<file path="src/rtl/uart_tx_arbiter.sv">
// Round-robin arbiter sharing one UART TX serializer among NREQ requesters.
// Optional WAIT watchdog enabled by defining UART_TX_ARB_TIMEOUT_EN.
module uart_tx_arbiter #(
    parameter int unsigned NREQ           = 4,
    parameter int unsigned WIDTH          = 8,
    parameter int unsigned GAP_CYCLES     = 2,
    parameter int unsigned TIMEOUT_CYCLES = 64
) (
    input  logic                     tx_clk,
    input  logic                     tx_rst_n,
    input  logic [NREQ-1:0]          req_valid,
    input  logic [NREQ*WIDTH-1:0]    req_data,
    output logic [NREQ-1:0]          req_ready,
    output logic [NREQ-1:0]          req_done,
    output logic                     ser_en,
    output logic [WIDTH-1:0]         ser_data,
    input  logic                     ser_done,
    output logic                     busy,
    output logic [$clog2(NREQ)-1:0]  grant_id,
    output logic                     timeout_err
);

    localparam int unsigned IDW = $clog2(NREQ);
    localparam int unsigned GW  = $clog2(GAP_CYCLES + 1);

    // Elaboration-time parameter sanity checks
    if (NREQ < 2 || NREQ > 8) begin : g_bad_nreq
        $error("uart_tx_arbiter: NREQ must be 2..8");
    end
    if (GAP_CYCLES < 1) begin : g_bad_gap
        $error("uart_tx_arbiter: GAP_CYCLES must be >= 1");
    end
    if (TIMEOUT_CYCLES < 1) begin : g_bad_timeout
        $error("uart_tx_arbiter: TIMEOUT_CYCLES must be >= 1");
    end

    typedef enum logic [2:0] {
        S_IDLE,
        S_LOAD,
        S_START,
        S_WAIT,
        S_GAP
    } state_t;

    state_t             state, state_nxt;
    logic [IDW-1:0]     rr_ptr, rr_nxt;
    logic [IDW-1:0]     grant_nxt;
    logic [WIDTH-1:0]   ser_data_nxt;
    logic [NREQ-1:0]    ready_nxt, done_nxt;
    logic               ser_en_nxt, busy_nxt;
    logic [GW-1:0]      gap_cnt, gap_nxt;
    logic               settled;
    logic               win_found;
    logic [IDW-1:0]     win_id;

`ifdef UART_TX_ARB_TIMEOUT_EN
    localparam int unsigned TW = $clog2(TIMEOUT_CYCLES + 1);
    logic [TW-1:0]      to_cnt, to_nxt;
    logic               to_err_nxt;
`endif

    function automatic logic [NREQ-1:0] onehot(input logic [IDW-1:0] id);
        return {{(NREQ-1){1'b0}}, 1'b1} << id;
    endfunction

    // First requester found scanning from rr_ptr upwards, modulo NREQ
    always_comb begin : rr_scan
        int unsigned idx;
        win_found = 1'b0;
        win_id    = '0;
        idx       = 0;
        for (int unsigned k = 0; k < NREQ; k++) begin
            idx = (32'(rr_ptr) + k) % NREQ;
            if (!win_found && req_valid[IDW'(idx)]) begin
                win_found = 1'b1;
                win_id    = IDW'(idx);
            end
        end
    end

    // Next-state and next-output logic
    always_comb begin
        state_nxt    = state;
        rr_nxt       = rr_ptr;
        grant_nxt    = grant_id;
        ser_data_nxt = ser_data;
        ready_nxt    = '0;
        done_nxt     = '0;
        ser_en_nxt   = 1'b0;
        gap_nxt      = gap_cnt;
`ifdef UART_TX_ARB_TIMEOUT_EN
        to_nxt       = to_cnt;
        to_err_nxt   = 1'b0;
`endif
        case (state)
            S_IDLE: begin
                if (settled && win_found) begin
                    grant_nxt = win_id;
                    ready_nxt = onehot(win_id);
                    state_nxt = S_LOAD;
                end
            end
            S_LOAD: begin
                if (req_valid[grant_id]) begin
                    ser_data_nxt = req_data[32'(grant_id)*WIDTH +: WIDTH];
                    ser_en_nxt   = 1'b1;
                    state_nxt    = S_START;
                end else begin
                    state_nxt = S_IDLE;
                end
            end
            S_START: begin
                rr_nxt    = (32'(grant_id) == NREQ - 1) ? '0 : grant_id + 1'b1;
                state_nxt = S_WAIT;
`ifdef UART_TX_ARB_TIMEOUT_EN
                to_nxt    = '0;
`endif
            end
            S_WAIT: begin
                if (ser_done) begin
                    done_nxt  = onehot(grant_id);
                    gap_nxt   = '0;
                    state_nxt = S_GAP;
                end
`ifdef UART_TX_ARB_TIMEOUT_EN
                else if (to_cnt == TW'(TIMEOUT_CYCLES - 1)) begin
                    to_err_nxt = 1'b1;
                    gap_nxt    = '0;
                    state_nxt  = S_GAP;
                end else begin
                    to_nxt = to_cnt + 1'b1;
                end
`endif
            end
            S_GAP: begin
                if (gap_cnt == GW'(GAP_CYCLES - 1)) begin
                    state_nxt = S_IDLE;
                end else begin
                    gap_nxt = gap_cnt + 1'b1;
                end
            end
            default: state_nxt = S_IDLE;
        endcase
        busy_nxt = (state_nxt != S_IDLE);
    end

    // State and registered outputs; settled holds off arbitration for one cycle after reset
    always_ff @(posedge tx_clk or negedge tx_rst_n) begin
        if (!tx_rst_n) begin
            state     <= S_IDLE;
            rr_ptr    <= '0;
            grant_id  <= '0;
            ser_data  <= '0;
            req_ready <= '0;
            req_done  <= '0;
            ser_en    <= 1'b0;
            busy      <= 1'b0;
            gap_cnt   <= '0;
            settled   <= 1'b0;
        end else begin
            state     <= state_nxt;
            rr_ptr    <= rr_nxt;
            grant_id  <= grant_nxt;
            ser_data  <= ser_data_nxt;
            req_ready <= ready_nxt;
            req_done  <= done_nxt;
            ser_en    <= ser_en_nxt;
            busy      <= busy_nxt;
            gap_cnt   <= gap_nxt;
            settled   <= 1'b1;
        end
    end

`ifdef UART_TX_ARB_TIMEOUT_EN
    always_ff @(posedge tx_clk or negedge tx_rst_n) begin
        if (!tx_rst_n) begin
            to_cnt      <= '0;
            timeout_err <= 1'b0;
        end else begin
            to_cnt      <= to_nxt;
            timeout_err <= to_err_nxt;
        end
    end
`else
    assign timeout_err = 1'b0;
`endif

endmodule
</file>
<file path="config.mk">
export PLATFORM = sky130hd
export DESIGN_NAME = uart_tx_arbiter
export DESIGN_NICKNAME = d
export VERILOG_FILES = /design/src/rtl/uart_tx_arbiter.sv
export SDC_FILE = /design/constraint.sdc
export NUM_CORES = 1
export LEC_CHECK = 0
export BUFFER_PORTS_ARGS = -buffer_cell sky130_fd_sc_hd__clkbuf_2
export CORE_UTILIZATION = 45
export CTS_BUF_LIST = sky130_fd_sc_hd__clkbuf_8
export DETAILED_ROUTE_END_ITERATION = 12
export HOLD_SLACK_MARGIN = 0.05
export PLACE_DENSITY = 0.75
export SYNTH_ARGS = -nofsm -noshare
export SYNTH_HDL_FRONTEND = slang
export SYNTH_SLANG_ARGS = --single-unit
</file>
<file path="constraint.sdc">
create_clock -name tx_clk -period 3.3 [get_ports tx_clk]
set_input_delay 0 -clock tx_clk [delete_from_list [all_inputs] [get_ports tx_clk]]
set_output_delay 0 -clock tx_clk [all_outputs]
set_load 0.01 [all_outputs]
</file>
* Word-level counts from Yosys, hierarchy flattened
Index checks and enable logic that the tools add are counted.
** Storage, ports and cells
- Register bits :: 28
- Input bits :: 39
- Output and inout bits :: 21
- Logic and storage cells :: 77
** Operators by class
- Add/subtract/negate cells :: 5
- Order comparisons :: 5
- Eq/ne operators :: 8
- Shift-type cells :: 3
- Mux-type cells :: 33
- Reductions and logical operators :: 13
** Operators with widths (number)
- $shiftx 32x6->8 :: 1
- $mux 2 :: 8
- $mux 4 :: 4
- $lt 2x3->1 const B :: 5
- $pmux 3 s5 :: 1
- $mux 1 :: 11
- $bmux 1 s2 :: 5
- $mux 3 :: 3
- $shl 1x2->4 const A :: 2
- $add 2x1->2 const B :: 3
- $eq 3x2->1 const B :: 2
- $add 2x2->2 const B :: 2
- $logic_and 1x1->1 :: 4
- $ne 2x2->1 const B :: 2
- $pmux 2 s2 :: 1
- $reduce_and 2->1 :: 2
- $eq 3x1->1 const B :: 1
- $eq 3x3->1 const B :: 1
- $logic_not 1->1 :: 3
- $logic_not 3->1 :: 1
- $reduce_and 3->1 :: 1
- $reduce_bool 3->1 :: 1
- $eq 2x1->1 const B :: 1
- $eq 2x2->1 const B :: 1
- $reduce_bool 2->1 :: 1

* Longest topological paths before layout
- Depth after elaboration :: 16
- Mapped depth :: 6
- Depth with buffers taken out :: 5

* Least setup slack after synthesis
Ideal clock, no wire load.
- Path type :: reg-to-reg
- Start point :: reg grant_id[0]
- End point :: reg ser_data[1]
- Setup time :: 0.125 ns
- Arrival :: 1.497 ns
- Required time :: 3.175 ns
- Setup slack :: 1.677 ns
- Stages on the path, launching flop included :: 4
- Buffers on the path :: 1
- Clock period less this slack :: 1.623 ns
- Path through :: dfrtp_1 -> buf_6 -> mux4_1 -> mux2_4
** On the way
- Cells in the longest elaborated chain, start to end :: 3
- Elaborated cells on any way between the ends :: 4
** RTL lines
- from (decl) :: line 19 : output logic [$clog2(NREQ)-1:0] grant_id,
- from (signal assigned) :: line 163 : grant_id <= grant_nxt;
- branches (longest 3 deep; another with $shiftx 32x6->8)
- to (signal assigned) :: line 164 : ser_data <= ser_data_nxt;
- to (decl) :: line 16 : output logic [WIDTH-1:0] ser_data,
Several ways; the timed one is not identified. The select of a mux whose other input is x is not followed.
A chain may end at the register's enable or synchronous reset.

* Worst setup path after layout
- Start point :: reg grant_id[0]
- End point :: reg ser_data[3]
The elaborated chain is that of the path after synthesis.

==> results.cfg <==
[logic_synthesis]
synth_cell_types = 34
yosysTopAreaCell = dfrtp_1
synthArstFlopShare_pct = 100.0
synthFlopType = dfrtp_1
syn_nets = 154
synth_top_area_share_pct = 47.34
synth_edf_count = 0
synth_seq_cells = 28
netlist_top_cells_area = dfrtp_1, mux2_4, mux4_2, mux4_1, ha_1
synthCells = 110
synth_area_mm2 = 0.001480
syn_avg_cell_area_um2 = 13.46
yosys_warnings = 0
seq_area_frac_synth_pct = 47.34

[grt]
grt.met1_usage_pct = 21.83
met3_usage_pct = 2.838
busiest_layer = met2
grtUsageTotal_pct = 17.81
antenna_found_initial = 0
grt_pass1_wl_um = 4705
grt_start_max_net_pins = 29
met2_usage_pct = 32.10
grt_pass1_vias = 1098
grt-ovfl-total = 0

[drt]
dr.pass1.iters = 4
remaining_drc_errors = 0
post_drt_wl_per_cell_um = 14.02
totalWireLength_um = 2986
dr_total_vias = 1106
antenna_left = 0
avgViaCountPerCell = 5.192
drt_iter0_markers = 39

[finish]
nNetsFinal = 214
n_antenna_cell = 0
final_common_cell = clkbuf_2
register_area_um2 = 700.7
multi_input_area_um2 = 720.7
post-route-util_pct = 60.20
fill_cells = 289
drive_above_1_share_pct = 48.52
design_area_mm2 = 0.001853
final_cell_mix = clkbuf_2, dfrtp_1, nor2_1, mux2_4
area_delta_synth_final_pct = 25.19

[timing]
worst_slew_pin_slew_ns = 0.7284
period_share_pct = 59.80
max_freq_mhz = 506.8
fin_crit_ns = 1.973
max_slew_margin_pct = 51.44
hold_violations = 0
maxSlewViolCount = 0
fin_skew_ns = 0.003094
fin_ws_ns = 1.327
setup_violations = 0
rsz0062_at_grt = false
tns_ns = 0

[clocking]
cts_resized = 0
insertion_delay_ns = 0.26
cts_buffers = 3
cts_max_level = 1
clkSinkCount = 28
clk_pin_slew_ns = 0.09
cts_root_buf = clkbuf_8
clock_path_buffers = 2
cts_tree = done

[outcome]
outcome = finished clean

[power]
powerDensity_mw_per_mm2 = 820.4
ir_drop_v = 0.0003701
p_leak_nw = 0.9374
total_power_mw = 1.520

[critical_path]
r2r_end = ser_data[3]
cp_top_family = flip-flops
critPathRequiredTime_ns = 3.45
critPathMaxStageDelay_ns = 0.82
crit_type = reg -> reg
ff2ff_path_depth = 4
cp-start-kind = flip-flop
critPathArrivalTime_ns = 2.13
path_cells = mux2i_1, o22ai_2, and2_4, mux2_4
r2r_slack_ns = 1.33
cp_max_fo = 16
crit_buf_inv = 0
rr_startpoint = grant_id[0]
crit_cells = 4
cpMaxStageDelayCell = dfrtp_1
end_kind = flip-flop

[die]
core-area_mm2 = 0.003078
die_h_um = 59.35
pin_count = 60
rows = 20
dieArea_mm2 = 0.003522
fp.dieW_um = 59.35
start_util_pct = 48.09

[place]
hpwl_um = 2290
place.gp.congestion = 0.7683
io_buffers = 58
placed_area_mm2 = 0.001778
dpl_worst_slack_ns = 1.329

[hold_path]
min_delay_path_depth = 3
holdCritPathClass = in -> reg
hp-start = req_valid[0]
hold_end = req_ready[2]

[run]
max_cap_violations = 0
## timing repair
action / CTS / global route
endpoints found under the hold margin: 29 / 0
buffers inserted: 0 / 0
hold buffers: 2 / 0
## registers in the layout (all words and copies together) (netlist names)
register / count
gap_cnt: 2
ser_en: 1
settled: 1
ser_data: 8
state: 3
req_done: 4
req_ready: 4
busy: 1
rr_ptr: 2
grant_id: 2
## power breakdown
part           internal, mW  switching, mW
sequential            0.470          0.163
combinational         0.396          0.288
clock                 0.106         0.0961
## per-stage QoR
step                      hold slack (ns)  cells
after floorplan                   -0.2956    110
after global placement            0.06867    207
after detailed placement          0.07628    207
after CTS                          0.1273    213
after global routing               0.1473    213
final                              0.1330    213
## worst max path at each step
stage | startpoint | endpoint
2_1_floorplan | grant_id[0] | ser_data[1]
3_3_place_gp | grant_id[0] | ser_data[4]
3_5_place_dp | grant_id[0] | ser_data[3]
4_1_cts | grant_id[0] | ser_data[3]
5_1_grt | grant_id[0] | ser_data[4]
6_report | grant_id[0] | ser_data[3]
## routing by layer
metal | share of wire, % | routed length [um]
met1 | 44 | 1327
met2 | 48 | 1435
met3 | 7.0 | 210
met4 | 0.40 | 12
met5 | 0 | 0
## synthesized netlist by cell type (4+ instances only)
library cell,count
nand2b_1,4
ha_1,5
mux2_4,8
nand2_1,5
dfrtp_1,28
mux4_2,5
nor2_1,8
and2_1,5
## worst reg2reg max path, cell delays in order (launching register included)
cell and delay (ns):
dfrtp_1 0.82, mux2i_1 0.20, o22ai_2 0.24, and2_4 0.28, mux2_4 0.32
## kinds of logic (layout without fill, tap and decap cells)
family,count (synthesis),in the layout,synth area share (%)
adder cells (fa/ha/maj),5,5,4.227
AND/OR/NAND/NOR,33,33,12.43
other,2,2,0.5074
AO/OA/AOI/OAI,12,12,6.171
flip-flops,28,28,47.34
multiplexers,22,22,25.36
buffers and inverters,8,67,3.973
## final cells by class
| cell class | count | share of cell area [%] |
|---|---|---|
| multi-input combinational | 74 | 38.89 |
| sequential | 28 | 37.81 |
| timing repair buffer | 60 | 16.75 |
| clock buffer | 4 | 2.971 |
| tap | 44 | 2.971 |
| inverter | 3 | 0.6077 |
Power figures use the tool's default switching activity.
